`src/rtl/mem_port_arbiter.sv`:
```
// mem_port_arbiter: shares one single-port memory between the fetch path and
// the load/store path. One access outstanding at a time, load/store has fixed
// priority, and a starvation counter guarantees fetch a slot after
// STARVE_MAX consecutive load/store grants taken while fetch was waiting.
module mem_port_arbiter #(
  parameter int ADDR_W     = 32,
  parameter int DATA_W     = 32,
  parameter int MEM_LAT    = 1,
  parameter int STARVE_MAX = 4
) (
  input  logic                clk,
  input  logic                reset,

  input  logic                if_req,
  input  logic [ADDR_W-1:0]   if_addr,
  output logic                if_gnt,
  output logic                if_rvalid,
  output logic [DATA_W-1:0]   if_rdata,

  input  logic                ls_req,
  input  logic                ls_we,
  input  logic [ADDR_W-1:0]   ls_addr,
  input  logic [DATA_W-1:0]   ls_wdata,
  input  logic [DATA_W/8-1:0] ls_be,
  output logic                ls_gnt,
  output logic                ls_rvalid,
  output logic [DATA_W-1:0]   ls_rdata,

  output logic                mem_en,
  output logic                mem_we,
  output logic [ADDR_W-1:0]   mem_addr,
  output logic [DATA_W-1:0]   mem_wdata,
  output logic [DATA_W/8-1:0] mem_be,
  input  logic [DATA_W-1:0]   mem_rdata,

  output logic                busy
);

  localparam logic [2:0] LAT_INIT   = 3'(MEM_LAT);
  localparam logic [3:0] STARVE_LIM = 4'(STARVE_MAX);

  typedef enum logic {IDLE, BUSY} state_t;
  typedef enum logic {OWN_IF, OWN_LS} owner_t;

  state_t     state;
  owner_t     owner;
  logic       owner_we;
  logic [2:0] lat_cnt;
  logic [3:0] starve_cnt;

  // rel_q[1] rises on the second edge after reset release, so the first full
  // cycle after release stays quiet even with requests held.
  logic [1:0] rel_q;
  logic       ready;

  logic       resp;
  logic       slot;
  logic       starved;
  logic       ls_win;
  logic       if_win;

  assign ready = rel_q[1];

  // Issue-slot detection and winner selection.
  always_comb begin
    resp    = (state == BUSY) && (lat_cnt == 3'd1);
    slot    = ready && ((state == IDLE) || resp);
    starved = if_req && (starve_cnt == STARVE_LIM);
    ls_win  = slot && ls_req && !starved;
    if_win  = slot && if_req && !ls_win;
  end

  // Grant, memory-side muxing and response routing.
  always_comb begin
    if_gnt    = if_win;
    ls_gnt    = ls_win;
    mem_en    = if_win || ls_win;
    mem_we    = 1'b0;
    mem_addr  = '0;
    mem_wdata = '0;
    mem_be    = '0;
    if (ls_win) begin
      mem_we    = ls_we;
      mem_addr  = ls_addr;
      mem_wdata = ls_wdata;
      mem_be    = ls_be;
    end else if (if_win) begin
      mem_addr  = if_addr;
      mem_be    = '1;
    end
    if_rvalid = resp && (owner == OWN_IF);
    ls_rvalid = resp && (owner == OWN_LS);
    if_rdata  = if_rvalid ? mem_rdata : '0;
    ls_rdata  = (ls_rvalid && !owner_we) ? mem_rdata : '0;
    busy      = (state == BUSY);
  end

  // Transaction FSM, latency countdown and starvation counter.
  always_ff @(posedge clk or posedge reset) begin
    if (reset) begin
      rel_q      <= '0;
      state      <= IDLE;
      owner      <= OWN_IF;
      owner_we   <= 1'b0;
      lat_cnt    <= '0;
      starve_cnt <= '0;
    end else begin
      rel_q <= {rel_q[0], 1'b1};

      if (ls_win || if_win) begin
        state    <= BUSY;
        owner    <= ls_win ? OWN_LS : OWN_IF;
        owner_we <= ls_win && ls_we;
        lat_cnt  <= LAT_INIT;
      end else if (state == BUSY) begin
        if (resp) begin
          state   <= IDLE;
          lat_cnt <= '0;
        end else begin
          lat_cnt <= lat_cnt - 3'd1;
        end
      end

      if (!if_req || if_win) begin
        starve_cnt <= '0;
      end else if (ls_win && (starve_cnt != STARVE_LIM)) begin
        starve_cnt <= starve_cnt + 4'd1;
      end
    end
  end

endmodule

```
`config.mk`:
```
export PLATFORM = sky130hd
export DESIGN_NAME = mem_port_arbiter
export DESIGN_NICKNAME = d
export VERILOG_FILES = /design/src/rtl/mem_port_arbiter.sv
export SDC_FILE = /design/constraint.sdc
export NUM_CORES = 1
export LEC_CHECK = 0
export BUFFER_PORTS_ARGS = -buffer_cell sky130_fd_sc_hd__buf_4
export CAP_MARGIN = 40
export CORE_AREA = 4 4 105 107
export CTS_CLUSTER_DIAMETER = 120
export DETAILED_ROUTE_END_ITERATION = 7
export DIE_AREA = 0 0 109 111
export PLACE_DENSITY = 0.61
export SKIP_CTS_REPAIR_TIMING = 1
export SLEW_MARGIN = 20
export SYNTH_ARGS = -nofsm -noshare
export SYNTH_HDL_FRONTEND = slang
export SYNTH_SLANG_ARGS = --single-unit
export TNS_END_PERCENT = 100
```
`constraint.sdc`:
```
create_clock -name clk -period 2.4 [get_ports clk]
set_input_delay 0.48 -clock clk [delete_from_list [all_inputs] [get_ports clk]]
set_output_delay 0.48 -clock clk [all_outputs]
set_load 0.05 [all_outputs]
```
==> impl_metrics.csv, run 1 <==
group,metric,value,unit
worst_setup_path,crit_arrival,1.95,ns
timing,timing.hold.ws,0.282,ns
hold_path,min_path_type,"primary input to asynchronous set/reset pin",
die,ios,276,
logic_synthesis,synth_cell_types,30,
logic_synthesis,synth.mux.area_fraction,0,%
cells_and_area,final_common_cell,"buf_4",
drt,drtAntennaViolNets,0,
pwr,powerDensity,762,mW/mm^2
timing,tightestPinTransition,0.531,ns
timing,post-route-worst-setup-slack,-0.0272,ns
timing,clock_skew,0.00116,ns
timing,rsz0062_at_grt,"yes",
drt,vias,3207,
logic_synthesis,syn-cell-area,0.00183,sq mm
worst_setup_path,worst-path-buf-inv,3,
drt,drc,0,
logic_synthesis,ys_warn_count,0,
logic_synthesis,synthSimpleGateAreaFrac,56.5,%
placed_design,place_ws,0.234,ns
global_route,grt_pass1_vias,3070,
clock_network,cts_tree,"done",
timing,slew_headroom,64.5,%
cells_and_area,fin_nets,707,
die,dieArea,0.0121,sq mm
worst_setup_path,worstSetupPathType,"register to output port",
clock_network,clockBufferDepth,2,
placed_design,dpl_cell_area,0.00428,sq mm
pwr,power.leakage,2.54,nW
worst_setup_path,critPathLaunchType,"register",
timing,max_freq,412,MHz
cells_and_area,layout-drive-gt1-share,67.4,%
worst_setup_path,crit_required,1.92,ns
timing,hold_violations,0,
drt,dr.first_iter.drc_count,207,
drt,via_per_inst,4.57,
logic_synthesis,synthCells,297,
timing,slew_violations,0,
run_status,outcome,"finished with violations",
global_route,gr-total-overflow,0,
worst_setup_path,crit_chain,"inv_1 -> ha_1 -> nand3b_1 -> o21ai_4 -> clkbuf_16 -> nand3_1 -> a21oi_2 -> buf_6",
logic_synthesis,synth_fa_ha_area_share,2.73,%
flow_run,cap_violations,0,
run_status,violations,"setup timing",
logic_synthesis,synth_xor_area_share,0,%
drt,drt-total-wl,12100,um
logic_synthesis,ys_seq_area_share,16.4,%
placed_design,portBuffers,275,
die,fp-row-count,37,
timing,finalCriticalPeriod,2.43,ns
cells_and_area,final_cell_mix,"buf_4, nand2_1, buf_6",
timing,timing.final.crit_share,101,%
placed_design,gp_congestion,0.883,
logic_synthesis,ys_ff_latch,12,
clock_network,clock-sinks,12,
worst_setup_path,cp_slowest_cell,"dfrtp_1",
global_route,grt_pass1_wl,16000,um
worst_setup_path,worstSetupEndpointType,"output port",
global_route,antenna_found_initial,1,
placed_design,hpwl,9370,um
global_route,grt_usage,16.7,%
clock_network,clk_latency,0.24,ns
worst_setup_path,crit_family,"buffers and inverters",
clock_network,cts_root_buffer,"clkbuf_8",
logic_synthesis,synth_compound_area_share,15.9,%
pwr,ir_worst_vdd,0.000305,V
worst_setup_path,cp_max_fo,16,
clock_network,clk_pin_slew_worst_paths,0.05,ns
die,start_util,18.1,%
clock_network,cts_made_buffers,3,
die,fp.dieH,111,um
logic_synthesis,avgSynthCellArea,6.17,sq um
cells_and_area,fin_area,0.00485,sq mm
die,die_w,109,um
die,core_area,0.0101,sq mm
logic_synthesis,synth_top_family_by_area,"simple AND/OR/NAND/NOR gates",
global_route,grt_max_degree,67,
worst_setup_path,max_stage_delay,0.41,ns
timing,setup_violations,21,
drt,dr.pass1.iters,4,
cells_and_area,postLayoutCoreUtil,47.9,%
logic_synthesis,synth_fp_nets,438,
cells_and_area,area_growth,165,%
clock_network,cts_max_level,1,
drt,routedWlPerCell,17.3,um
[where the power goes]
group / switching [W] / internal [W] / leakage (nW)
Sequential: 0.0000650 / 0.000258 / 0.151
Clock: 0.0000739 / 0.000117 / 0.0228
Combinational: 0.00199 / 0.00120 / 2.36
[flip-flops by register name (all words and copies together) (netlist names)]
register	cells
starve_cnt	4
owner_we	1
rel_q	2
lat_cnt	3
busy	1
owner	1
[cell usage after synthesis (all sizes together)]
cell / count / area share (%)
dfrtp: 12 / 16
or4: 1 / 0.41
a21oi: 39 / 11
a31oi: 1 / 0.34
nor2b: 1 / 0.34
a21boi: 1 / 0.61
o21a: 1 / 0.41
nor2: 4 / 0.82
inv: 8 / 1.6
or3: 1 / 0.34
conb: 1 / 0.20
and2: 64 / 22
a21o: 2 / 0.82
and2b: 1 / 0.41
a211oi: 1 / 0.41
nand4: 1 / 0.34
and3: 34 / 12
a31o: 1 / 0.48
clkbuf: 18 / 3.7
ha: 4 / 2.7
nand2b: 1 / 0.34
nor3: 3 / 0.82
o211ai: 1 / 0.41
nand3: 35 / 9.6
nand2: 43 / 8.8
o21ai: 5 / 1.8
buf: 11 / 3.0
nand3b: 2 / 0.82
[per-stage QoR]
stage               cells  total power, W  setup TNS (ns)
global route          702         0.00388          -10.10
global placement      689         0.00313               0
CTS                   693         0.00336          -0.419
finish                702         0.00370          -0.295
detailed placement    689         0.00315               0
floorplan             297         0.00217               0
[cell type report]
cell class,instances,area [sq um]
diodes,1,2.50
multi-input cells,248,1640
fillers,980,5290
inverters,8,30.0
repair buffers,293,2670
well taps,136,170
clock buffers,4,45.0
flip-flops and latches,12,302
[metal layers]
metal	global-route usage, %	part of all wire (%)	up-vias	routed length, um
met5	0	0	-	0
met4	4.71	2.2	0	272
met3	4.37	11	20	1290
met2	32.7	54	208	6500
met1	16.7	34	1446	4080
li1	-	-	1533	-
[path summary, 6_finish.rpt]
check                                                from                         to  slack, ns  cells after the start
worst max-delay path            starve_cnt[0]$_DFFE_PP0P_               mem_addr[24]      -0.03                      8
worst min-delay path                                reset       owner_we$_DFFE_PP0P_       0.28                      2
worst max register to register     lat_cnt[1]$_DFFE_PP0P_  starve_cnt[3]$_DFFE_PP0P_       0.52                      8
worst min register to register         rel_q[0]$_DFF_PP0_         rel_q[1]$_DFF_PP0_       0.35                      0
max in group asynchronous                           reset             busy$_DFF_PP0_       1.74                      2
min in group clk                       rel_q[0]$_DFF_PP0_         rel_q[1]$_DFF_PP0_       0.35                      0
[logic make-up (layout without fill, tap and decap cells)]
family          after synthesis  count (layout)
buf+inv                      37             305
flops                        12              12
fa+ha+maj                     4               4
compound gates               52              52
other cells                   1               2
simple gates                191             191
Note: power is estimated with default switching activity, not from simulation.
==> inputs of run 2 (changes only) <==
--- a/config.mk
+++ b/config.mk
@@ -7,11 +7,12 @@
 export LEC_CHECK = 0
 export BUFFER_PORTS_ARGS = -buffer_cell sky130_fd_sc_hd__buf_4
 export CAP_MARGIN = 40
-export CORE_AREA = 4 4 105 107
+export CORE_AREA = 3 3 106 108
 export CTS_CLUSTER_DIAMETER = 120
 export DETAILED_ROUTE_END_ITERATION = 7
 export DIE_AREA = 0 0 109 111
-export PLACE_DENSITY = 0.61
+export PLACE_DENSITY = 0.6
+export RECOVER_POWER = 100
 export SKIP_CTS_REPAIR_TIMING = 1
 export SLEW_MARGIN = 20
 export SYNTH_ARGS = -nofsm -noshare
==> impl_metrics.csv, run 2 (synthesis gave the netlist of run 1 again) <==
group,metric,value,unit
cells_and_area,layout-drive-gt1-share,67.7,%
cells_and_area,fin_nets,708,
clock_network,cts_root_buffer,"clkbuf_8",
global_route,grt_max_degree,67,
cells_and_area,final_common_cell,"buf_4",
timing,timing.hold.ws,0.270,ns
drt,drc,0,
timing,hold_violations,0,
clock_network,clock-sinks,12,
placed_design,portBuffers,275,
clock_network,clk_pin_slew_worst_paths,0.05,ns
timing,post-route-worst-setup-slack,-0.0284,ns
placed_design,place_ws,0.201,ns
timing,tightestPinTransition,0.500,ns
pwr,powerDensity,779,mW/mm^2
clock_network,cts_tree,"done",
cells_and_area,num-fill-cells,1024,
timing,rsz0062_at_grt,"yes",
drt,dr.pass1.iters,4,
cells_and_area,top_regs,"starve_cnt x4, lat_cnt x3, rel_q x2",
worst_setup_path,cp_max_fo,33,
drt,via_per_inst,4.58,
die,die_w,109,um
timing,slew_violations,0,
worst_setup_path,critPathLaunchType,"register",
timing,finalCriticalPeriod,2.43,ns
drt,vias,3215,
cells_and_area,num_antenna_cells,0,
global_route,grt_usage,16.6,%
cells_and_area,area_growth,160,%
timing,setup_violations,13,
drt,routedWlPerCell,17.6,um
cells_and_area,fin_area,0.00477,sq mm
die,fp-row-count,37,
placed_design,dpl_cell_area,0.00426,sq mm
die,fp.dieH,111,um
worst_setup_path,worstSetupEndpointType,"output port",
timing,timing.final.crit_share,101,%
clock_network,clockBufferDepth,2,
worst_setup_path,reg2reg_slack,0.47,ns
cells_and_area,largest-register,"starve_cnt",
clock_network,clk_latency,0.24,ns
hold_path,min_path_type,"primary input to asynchronous set/reset pin",
worst_setup_path,worstSetupPathType,"register to output port",
clock_network,cts_made_buffers,3,
global_route,antenna_found_initial,0,
die,dieArea,0.0121,sq mm
die,core_area,0.0103,sq mm
cells_and_area,final_cell_mix,"buf_4, buf_6, nand2_1",
timing,slew_headroom,66.6,%
worst_setup_path,crit_required,1.92,ns
pwr,power.leakage,2.51,nW
placed_design,hpwl,9480,um
run_status,violations,"setup timing",
global_route,grt_pass1_wl,16100,um
worst_setup_path,crit_arrival,1.95,ns
placed_design,gp_congestion,0.809,
timing,max_freq,412,MHz
run_status,outcome,"finished with violations",
pwr,ir_worst_vdd,0.000336,V
die,ios,276,
drt,dr.first_iter.drc_count,169,
cells_and_area,largest_reg_flops,4,
flow_run,cap_violations,0,
cells_and_area,multiInputGateArea,0.00160,sq mm
global_route,gr-total-overflow,0,
clock_network,cts_max_level,1,
timing,clock_skew,0.00284,ns
cells_and_area,seqCellArea,300,sq um
die,start_util,17.8,%
drt,drtAntennaViolNets,0,
drt,drt-total-wl,12400,um
global_route,grt_pass1_vias,3045,
run 2: changes by cell type in the layout (fill, tap and decap cells not counted), moves of 2 or more:
cell | previous run | this run
and2_4 | 24 | 0
clkbuf_4 | 0 | 2
buf_4 | 221 | 215
buf_6 | 38 | 66
and2_2 | 16 | 39
buf_8 | 24 | 1
run 2: final timing paths:
check,start,to,cells past startpoint
setup reg to reg,lat_cnt[1]$_DFFE_PP0P_,starve_cnt[3]$_DFFE_PP0P_,8
setup / recovery,starve_cnt[1]$_DFFE_PP0P_,mem_addr[27],8
min in group clk,rel_q[0]$_DFF_PP0_,rel_q[1]$_DFF_PP0_,0
max in group asynchronous,reset,owner$_DFFE_PP0P_,2
hold reg to reg,rel_q[0]$_DFF_PP0_,rel_q[1]$_DFF_PP0_,0
hold / removal,reset,rel_q[0]$_DFF_PP0_,2
run 2: metrics by stage:
step	util (%)	setup TNS, ns	instances	total power, W
after detailed placement	41.3	0	688	0.00313
after global routing	46.2	-4.24	702	0.00389
after floorplan	-	0	297	0.00217
final	46.2	-0.123	702	0.00371
after CTS	41.8	-1.49	692	0.00336
after global placement	41.3	0	688	0.00312
run 2: critical path: stages, from the launching register on:
cell      delay (ns)
dfrtp_1         0.41
inv_1           0.07
ha_1            0.13
nand3b_1        0.17
o21ai_2         0.21
buf_12          0.21
nand3_1         0.13
a21oi_2         0.19
buf_6           0.17
run 2: layout make-up:
class | count | area share (%)
Timing Repair Buffer | 294 | 54.7
Multi-Input combinational cell | 248 | 33.6
Sequential cell | 12 | 6.30
Tap cell | 136 | 3.57
Clock buffer | 4 | 1.16
Inverter | 8 | 0.630
run 2: where the power goes:
part,switching (W),leakage [nW],internal [W]
Clock,0.0000739,0.0288,0.000145
Sequential,0.0000623,0.152,0.000256
Combinational,0.00200,2.33,0.00118
Total,0.00213,2.51,0.00158
run 2: per-layer routing:
layer  global-route usage (%)  vias up  wire length (um)
met5                        0        -                 0
met3                     4.19       14              1220
li1                         -     1528                 -
met2                     31.4      197              6560
met1                     17.1     1476              4250
met4                     6.14        0               360
==> inputs of run 3 (changes only) <==
--- a/config.mk
+++ b/config.mk
@@ -5,7 +5,7 @@
 export SDC_FILE = /design/constraint.sdc
 export NUM_CORES = 1
 export LEC_CHECK = 0
-export BUFFER_PORTS_ARGS = -buffer_cell sky130_fd_sc_hd__buf_4
+export BUFFER_PORTS_ARGS = -buffer_cell sky130_fd_sc_hd__buf_2
 export CAP_MARGIN = 40
 export CORE_AREA = 3 3 106 108
 export CTS_CLUSTER_DIAMETER = 120
@@ -13,6 +13,7 @@
 export DIE_AREA = 0 0 109 111
 export PLACE_DENSITY = 0.6
 export RECOVER_POWER = 100
+export SETUP_SLACK_MARGIN = 0.1
 export SKIP_CTS_REPAIR_TIMING = 1
 export SLEW_MARGIN = 20
 export SYNTH_ARGS = -nofsm -noshare
==> impl_metrics.csv, run 3 (synthesis gave the netlist of run 1 again) <==
group,metric,value,unit
run_status,outcome,"finished with violations",
run_status,violations,"setup timing",
cells_and_area,layout-drive-gt1-share,67.7,%
timing,slew_headroom,56.9,%
timing,setup_violations,13,
cells_and_area,final_common_cell,"buf_2",
drt,routedWlPerCell,18.7,um
flow_run,cap_violations,0,
placed_design,dpl_cell_area,0.00369,sq mm
worst_setup_path,cp_max_fo,27,
global_route,grt_pass1_vias,3090,
global_route,gr-total-overflow,0,
die,fp-row-count,37,
timing,timing.final.crit_share,104,%
worst_setup_path,worst-path-buf-inv,3,
cells_and_area,num_antenna_cells,0,
worst_setup_path,crit_family,"buffers and inverters",
worst_setup_path,worstSetupPathType,"register to output port",
drt,dr.pass1.iters,4,
timing,finalCriticalPeriod,2.49,ns
timing,slew_violations,0,
worst_setup_path,crit_chain,"inv_1 -> ha_1 -> nand3b_1 -> o21a_2 -> buf_12 -> nand2_1 -> a21oi_1 -> clkbuf_4",
cells_and_area,largest_reg_flops,4,
cells_and_area,num-fill-cells,986,
die,dieArea,0.0121,sq mm
clock_network,clk_latency,0.24,ns
pwr,power.leakage,2.47,nW
worst_setup_path,worstSetupEndpointType,"output port",
cells_and_area,seqCellArea,302,sq um
timing,timing.hold.ws,0.252,ns
worst_setup_path,cp_slowest_cell,"dfrtp_1",
clock_network,cts_tree,"done",
drt,drc,0,
worst_setup_path,max_stage_delay,0.40,ns
pwr,powerDensity,836,mW/mm^2
placed_design,place_ws,0.185,ns
global_route,grt_pass1_wl,16700,um
drt,vias,3329,
cells_and_area,fin_nets,715,
pwr,ir_worst_vdd,0.000349,V
placed_design,hpwl,9590,um
drt,via_per_inst,4.70,
worst_setup_path,crit_arrival,2.01,ns
drt,drtAntennaViolNets,0,
clock_network,cts_max_level,1,
drt,dr.first_iter.drc_count,220,
cells_and_area,area_growth,156,%
global_route,antenna_found_initial,2,
clock_network,clk_pin_slew_worst_paths,0.06,ns
timing,clock_skew,0.00514,ns
die,die_w,109,um
die,core_area,0.0103,sq mm
die,start_util,17.8,%
die,ios,276,
worst_setup_path,crit_required,1.92,ns
timing,rsz0062_at_grt,"yes",
timing,hold_violations,0,
drt,drt-total-wl,13300,um
timing,max_freq,401,MHz
cells_and_area,final_cell_mix,"buf_2, clkbuf_4, nand2_1",
clock_network,cts_root_buffer,"clkbuf_8",
cells_and_area,top_regs,"starve_cnt x4, lat_cnt x3, rel_q x2",
hold_path,min_path_type,"primary input to asynchronous set/reset pin",
worst_setup_path,critPathLaunchType,"register",
placed_design,gp_congestion,0.875,
die,fp.dieH,111,um
timing,tightestPinTransition,0.650,ns
placed_design,portBuffers,275,
cells_and_area,multiInputGateArea,0.00165,sq mm
timing,post-route-worst-setup-slack,-0.0921,ns
clock_network,clockBufferDepth,2,
cells_and_area,fin_area,0.00470,sq mm
global_route,grt_usage,17.5,%
global_route,grt_max_degree,54,
clock_network,cts_made_buffers,3,
cells_and_area,largest-register,"starve_cnt",
clock_network,clock-sinks,12,
[run 3: changes by cell type in the layout (fill, tap and decap cells not counted), moves of 29 or more]
cell | before | now
and2_2 | 39 | 10
clkbuf_4 | 2 | 59
buf_4 | 215 | 21
and2_4 | 0 | 31
buf_2 | 0 | 138
buf_6 | 66 | 35
[run 3: metrics by stage]
stage | total power, W | instances | setup TNS (ns) | util (%)
2_1_floorplan | 0.00220 | 297 | -0.459 | -
3_3_place_gp | 0.00293 | 691 | 0 | 35.7
3_5_place_dp | 0.00295 | 691 | 0 | 35.7
4_1_cts | 0.00319 | 695 | -4.05 | 36.3
5_1_grt | 0.00412 | 709 | -9.22 | 45.5
6_report | 0.00393 | 709 | -0.225 | 45.5
[run 3: area by class of cell]
class,count,area share (%)
Inverter,8,0.639
Timing Repair Buffer,301,53.0
Sequential cell,12,6.42
Multi-Input combinational cell,248,35.1
Tap cell,136,3.62
Clock buffer,4,1.17
[run 3: metal layers]
metal  up-vias  track usage [%]  wire, um
met5         -                0        13
met3        26             4.48      1270
met4         2             2.19       280
met2       217             33.3      7020
li1       1547                -         -
met1      1537             19.5      4700
[run 3: worst register-to-register path: cells and delay by family, from the launching register on]
family,cells,cell delay [ns]
buffers and inverters,3,0.39
AND/OR/NAND/NOR,2,0.65
AO/OA/AOI/OAI,2,0.29
flip-flops,1,0.40
adder cells (fa/ha/maj),1,0.15
[run 3: path summary, 6_finish.rpt]
path / start / endpoint / slack [ns] / cells past startpoint
max: starve_cnt[0]$_DFFE_PP0P_ / mem_addr[29] / -0.09 / 8
min: reset / lat_cnt[0]$_DFFE_PP0P_ / 0.25 / 2
max reg2reg: lat_cnt[1]$_DFFE_PP0P_ / starve_cnt[3]$_DFFE_PP0P_ / 0.45 / 8
min reg2reg: rel_q[0]$_DFF_PP0_ / rel_q[1]$_DFF_PP0_ / 0.35 / 0
max in group asynchronous: reset / busy$_DFF_PP0_ / 1.78 / 2
min in group clk: rel_q[0]$_DFF_PP0_ / rel_q[1]$_DFF_PP0_ / 0.35 / 0
[run 3: report_power, final]
group	switching (W)	internal, W	leakage (nW)
Clock	0.0000789	0.000145	0.0288
Sequential	0.0000746	0.000258	0.151
Combinational	0.00208	0.00129	2.29
